==> src/rtl/vram_read_arbiter.sv <==
// Round-robin read arbiter with bounded burst hold in front of one VRAM read port.
// Issues one address per cycle and routes the VRAM's registered data back with a per-requester valid.
module vram_read_arbiter #(
  parameter  int WIDTH     = 12,
  parameter  int DEPTH     = 76800,
  parameter  int REQS      = 4,
  parameter  int MAX_BURST = 4,
  localparam int AWIDTH    = $clog2(DEPTH)
) (
  input  logic                         clk,
  input  logic                         rst_n,
  input  logic [REQS-1:0]              req,
  input  logic [REQS-1:0][AWIDTH-1:0]  addr,
  output logic [REQS-1:0]              gnt,
  output logic [REQS-1:0]              rvalid,
  output logic [WIDTH-1:0]             rdata,
  output logic                         vram_en,
  output logic [AWIDTH-1:0]            vram_addr,
  input  logic [WIDTH-1:0]             vram_data
);

  localparam int IDXW = $clog2(REQS);
  localparam int CW   = $clog2(MAX_BURST) + 1;
  localparam logic [CW-1:0]   MAX_CNT  = CW'(MAX_BURST);
  localparam logic [IDXW-1:0] LAST_RST = IDXW'(REQS - 1);

  logic [IDXW-1:0] last;
  logic [IDXW-1:0] sel;
  logic [IDXW-1:0] scan;
  logic [CW-1:0]   burst_cnt;
  logic            hold;
  logic            found;

  // Handshake: req is held until gnt; gnt marks the address-issue cycle and
  // rvalid follows exactly one cycle later with rdata qualified by it.
  always_comb begin
    sel       = last;
    scan      = last;
    found     = 1'b0;
    gnt       = '0;
    vram_en   = 1'b0;
    vram_addr = '0;
    hold      = rst_n && req[last] && (burst_cnt < MAX_CNT);
    if (hold) begin
      found = 1'b1;
    end else if (rst_n) begin
      // Scan last+1 .. last (wrapping), so a lone requester still wins here.
      for (int k = 1; k <= REQS; k++) begin
        scan = IDXW'((int'(last) + k) % REQS);
        if (!found && req[scan]) begin
          found = 1'b1;
          sel   = scan;
        end
      end
    end
    if (found) begin
      gnt[sel]  = 1'b1;
      vram_en   = 1'b1;
      vram_addr = addr[sel];
    end
  end

  always_ff @(posedge clk or negedge rst_n) begin
    if (!rst_n) begin
      last      <= LAST_RST;
      burst_cnt <= '0;
      rvalid    <= '0;
    end else begin
      rvalid <= gnt;
      if (found) begin
        last      <= sel;
        // A hold only happens below MAX_CNT, so the increment saturates there.
        burst_cnt <= hold ? burst_cnt + 1'b1 : CW'(1);
      end else begin
        burst_cnt <= '0;
      end
    end
  end

  assign rdata = vram_data;

endmodule
==> config.mk <==
export PLATFORM = sky130hd
export DESIGN_NAME = vram_read_arbiter
export DESIGN_NICKNAME = d
export VERILOG_FILES = /design/src/rtl/vram_read_arbiter.sv
export SDC_FILE = /design/constraint.sdc
export NUM_CORES = 1
export LEC_CHECK = 0
export CAP_MARGIN = 20
export CORE_MARGIN = 8
export CORE_UTILIZATION = 43
export CTS_CLUSTER_SIZE = 10
export DETAILED_ROUTE_END_ITERATION = 7
export PLACE_DENSITY = 0.86
export SLEW_MARGIN = 20
export SYNTH_ARGS = -nofsm -noshare
export SYNTH_HDL_FRONTEND = slang
export SYNTH_SLANG_ARGS = --single-unit
==> constraint.sdc <==
create_clock -name clk -period 7.2 [get_ports clk]
set_clock_uncertainty 0.2 [all_clocks]
set_input_delay 0.72 -clock clk [delete_from_list [all_inputs] [get_ports clk]]
set_output_delay 0.72 -clock clk [all_outputs]
set_load 0.01 [all_outputs]
==> tab_implementation.tex <==
\begin{tabular}{lr}
\hline
Metric & Value \\
\hline
\multicolumn{2}{l}{\textbf{Run status}} \\
\quad Outcome & completed \\
\multicolumn{2}{l}{\textbf{Power}} \\
\quad Total chip power & 1.04 mW \\
\quad IR drop worst, VDD & 0.000196 V \\
\quad Leakage power summed over all cells & 1.15 nW \\
\quad PD cells & 326 nW/µm² \\
\multicolumn{2}{l}{\textbf{Yosys}} \\
\quad Largest cells by area after synthesis & nand2b\_1 (19\%), a211oi\_1 (11\%), nand2\_1 (9.0\%) \\
\quad Synthesized Nets & 430 \\
\quad Number of storage elements in the synthesis netlist & 9 \\
\quad Cells after synthesis & 343 \\
\quad Combined area of all synthesized cells & 2260 µm² \\
\quad Post-synthesis cell type count & 45 \\
\quad Number of enable-type register cells in the synthesized netlist & 0 \\
\quad Register area share after synthesis & 10.1\% \\
\quad Yosys top cell area share & 19.4\% \\
\quad Top\_reg\_cell synth & dfrtp\_1 \\
\quad Fraction of registers with async set/reset & 100\% \\
\quad Synthesized area per cell & 6.58 µm² \\
\quad Syn. warnings & 0 \\
\quad Largest area contributor in the netlist & nand2b\_1 \\
\multicolumn{2}{l}{\textbf{Routing}} \\
\quad DRC violations left & 0 \\
\quad Drt pass-1 iters & 6 \\
\quad Final ANT Viol Nets & 0 \\
\quad Total length of routed wires & 7740 µm \\
\quad Drt wl/cell & 16.4 µm \\
\quad Vias per cell & 5.79 \\
\quad 1st-iter DRT viols & 223 \\
\quad Total vias in the final route & 2734 \\
\multicolumn{2}{l}{\textbf{Worst setup path}} \\
\quad Count of cells along the worst register-to-register path & 6 \\
\quad Arrival time reported for the critical path endpoint & 4.39 ns \\
\quad Category of the worst setup path launch point & flop \\
\quad Crit Path Max Fanout & 146 \\
\quad Critical Path End Type & output pin \\
\quad CP Data Required Time & 6.28 ns \\
\quad Setup Crit Path Kind & flop to output pin \\
\multicolumn{2}{l}{\textbf{Clocking}} \\
\quad Post-CTS clock slew at the launch and capture registers of the worst setup and hold paths & 0.05 ns \\
\quad Number of buffers on the longest clock path & 2 \\
\quad \# clock sinks & 9 \\
\quad Total clock buffers created by CTS & 3 \\
\quad Clock latency of the later-clocked register in the worst-skew pair & 0.24 ns \\
\quad Setup fix buffers added after clock tree synthesis & 0 \\
\quad H-tree depth & 1 \\
\quad Clock tree root buffer cell & clkbuf\_8 \\
\quad Post-CTS sizing & 0 \\
\quad Clock tree from TritonCTS & done \\
\quad Hold-fix buffers at CTS & 0 \\
\multicolumn{2}{l}{\textbf{Finish}} \\
\quad Fraction of final layout cells with drive strength greater than 1 & 4.73\% \\
\quad Layout overhead on the synthesized area & 40.9\% \\
\quad Non-filler instance count after layout & 472 \\
\quad ANT cells & 0 \\
\quad Fin nets & 490 \\
\quad Final cell area excluding filler cells & 3180 µm² \\
\multicolumn{2}{l}{\textbf{Die}} \\
\quad Area of the placeable core & 5070 µm² \\
\quad Die footprint & 7820 µm² \\
\quad Die Height & 88.5 µm \\
\quad Number of top-level pins & 124 \\
\quad Effective utilization at floorplan & 44.5\% \\
\quad Rows & 26 \\
\quad Die span in x & 88.5 µm \\
\multicolumn{2}{l}{\textbf{Placement}} \\
\quad Port Buffer Count & 99 \\
\quad Routability Congestion & 0.871 \\
\quad Number of placed cells counting well taps & 468 \\
\quad Post-detailed-placement cell area & 3130 µm² \\
\quad Post-DP HPWL & 5600 µm \\
\multicolumn{2}{l}{\textbf{GRT}} \\
\quad Global-route wire length before repair & 12200 µm \\
\quad Total routing usage reported by global routing & 18.9\% \\
\quad Number of antenna violations at the first check in global routing & 0 \\
\quad Met2 GRT Util & 29.9\% \\
\quad Via count of the first global-routing pass & 2492 \\
\quad Pin count of the biggest net entering global routing & 147 \\
\quad Met3 routing resource usage after global routing & 3.71\% \\
\quad Total gr overflow & 0 \\
\quad M1 GR Usage & 25.6\% \\
\quad Gr busiest metal & met2 \\
\multicolumn{2}{l}{\textbf{Timing}} \\
\quad Period utilization & 73.8\% \\
\quad Unrepaired setup endpoints after global routing & no \\
\quad Fin Setup TNS & 0 ns \\
\quad Highest clock rate & 188 MHz \\
\quad Worst-Margin Slew & 1.02 ns \\
\quad Number of failing hold endpoints at the final stage & 0 \\
\quad Final period demand of the worst path & 5.31 ns \\
\quad Number of pins with negative max-slew slack in the final report & 0 \\
\quad Post-route worst hold slack & 0.281 ns \\
\quad Worst relative slew slack & 32.1\% \\
\quad Number of failing setup endpoints in the final timing report & 0 \\
\multicolumn{2}{l}{\textbf{Flow run}} \\
\quad Total of max-cap violations & 0 \\
\multicolumn{2}{l}{\textbf{Hold path}} \\
\quad Cell count of the worst hold path & 1 \\
\quad Type of the most critical hold path & flop to flop \\
\hline
\end{tabular}
synthesized netlist by cell type, types with 2 or more instances:
| cell | instances |
|---|---|
| and3b_1 | 2 |
| a21oi_1 | 20 |
| o21ai_1 | 14 |
| a22oi_1 | 17 |
| dfstp_2 | 2 |
| nor2b_1 | 3 |
| clkbuf_1 | 22 |
| a211oi_1 | 34 |
| nand2_1 | 54 |
| o31a_1 | 2 |
| buf_2 | 10 |
| a311oi_1 | 17 |
| nand2b_1 | 70 |
| and3_1 | 3 |
| nor2_1 | 4 |
| buf_4 | 13 |
| dfrtp_1 | 7 |
| a21boi_0 | 2 |
| o21ai_0 | 21 |
power by group:
part / internal, mW / total [mW] / switching (mW) / leakage [nW]
Clock: 0.0378 / 0.0594 / 0.0216 / 0.0255
Combinational: 0.398 / 0.797 / 0.400 / 1.01
Sequential: 0.0768 / 0.179 / 0.103 / 0.115
Total: 0.512 / 1.04 / 0.524 / 1.15
cells by family after synthesis:
logic type      count (synthesis)  share of synthesized area (%)
flops                           9                           10.1
buf+inv                        47                           10.9
fa+ha+maj                       1                          0.554
mux                             2                           1.44
simple gates                  147                           35.3
xor+xnor                        1                          0.388
compound gates                136                           41.4
worst max-delay path, cell delays in order (launching register included):
cell and delay (ns):
dfstp_4 1.24, mux4_2 0.48, and2b_1 0.28, a31o_2 0.68, nand2_4 0.29, xnor2_1 0.37
nor2b_1 0.21, clkdlybuf4s50_1 0.56
area by class of cell:
cell class / instances / area (µm²)
Clock inverter: 1 / 5.00
Clock buffer: 3 / 41.3
Sequential cell: 9 / 231
Timing Repair Buffer: 101 / 1010
Inverter: 1 / 3.75
Tap cell: 70 / 87.6
Multi-Input combinational cell: 287 / 1810
Fill cell: 464 / 1890
worst paths after layout:
path                         startpoint            to  slack [ns]
setup / recovery                last[0]        gnt[1]        1.89
hold / removal             burst_cnt[0]  burst_cnt[0]        0.28
setup reg to reg                last[0]     rvalid[1]        3.32
hold reg to reg            burst_cnt[0]  burst_cnt[0]        0.28
max in group asynchronous         rst_n  burst_cnt[1]        5.74
min in group asynchronous         rst_n  burst_cnt[0]        0.66
flip-flops by register name, summed over array words and instances (netlist names):
| name | cells |
|---|---|
| last | 2 |
| burst_cnt | 3 |
| rvalid | 4 |
metrics by stage:
stage,worst slack (ns),utilization (%)
detailed placement,2.13,61.8
global placement,2.17,61.7
global route,1.65,62.7
finish,1.89,62.7
floorplan,3.84,-
CTS,1.92,62.7
placed cells by master, fill, tap and decap left out, types with 2 or more instances in the layout:
cell type / netlist / layout
a211oi_1: 34 / 34
and3_1: 3 / 3
nor2_1: 4 / 4
nand2b_1: 70 / 70
o21ai_1: 14 / 13
clkdlybuf4s50_1: 0 / 99
dfrtp_1: 7 / 7
buf_4: 13 / 2
o21ai_0: 21 / 21
a311oi_1: 17 / 17
a21boi_0: 2 / 2
nor2b_1: 3 / 3
clkbuf_8: 0 / 3
o31a_1: 2 / 2
and3b_1: 2 / 2
a22oi_1: 17 / 17
a21oi_1: 20 / 20
nand2_1: 54 / 54
layer usage:
metal / vias up / wire length, µm
li1: 1353 / -
met1: 1264 / 3550
met2: 103 / 3610
met3: 14 / 463
met4: 0 / 121
met5: - / 0
Note: power is estimated with default switching activity, not from simulation.
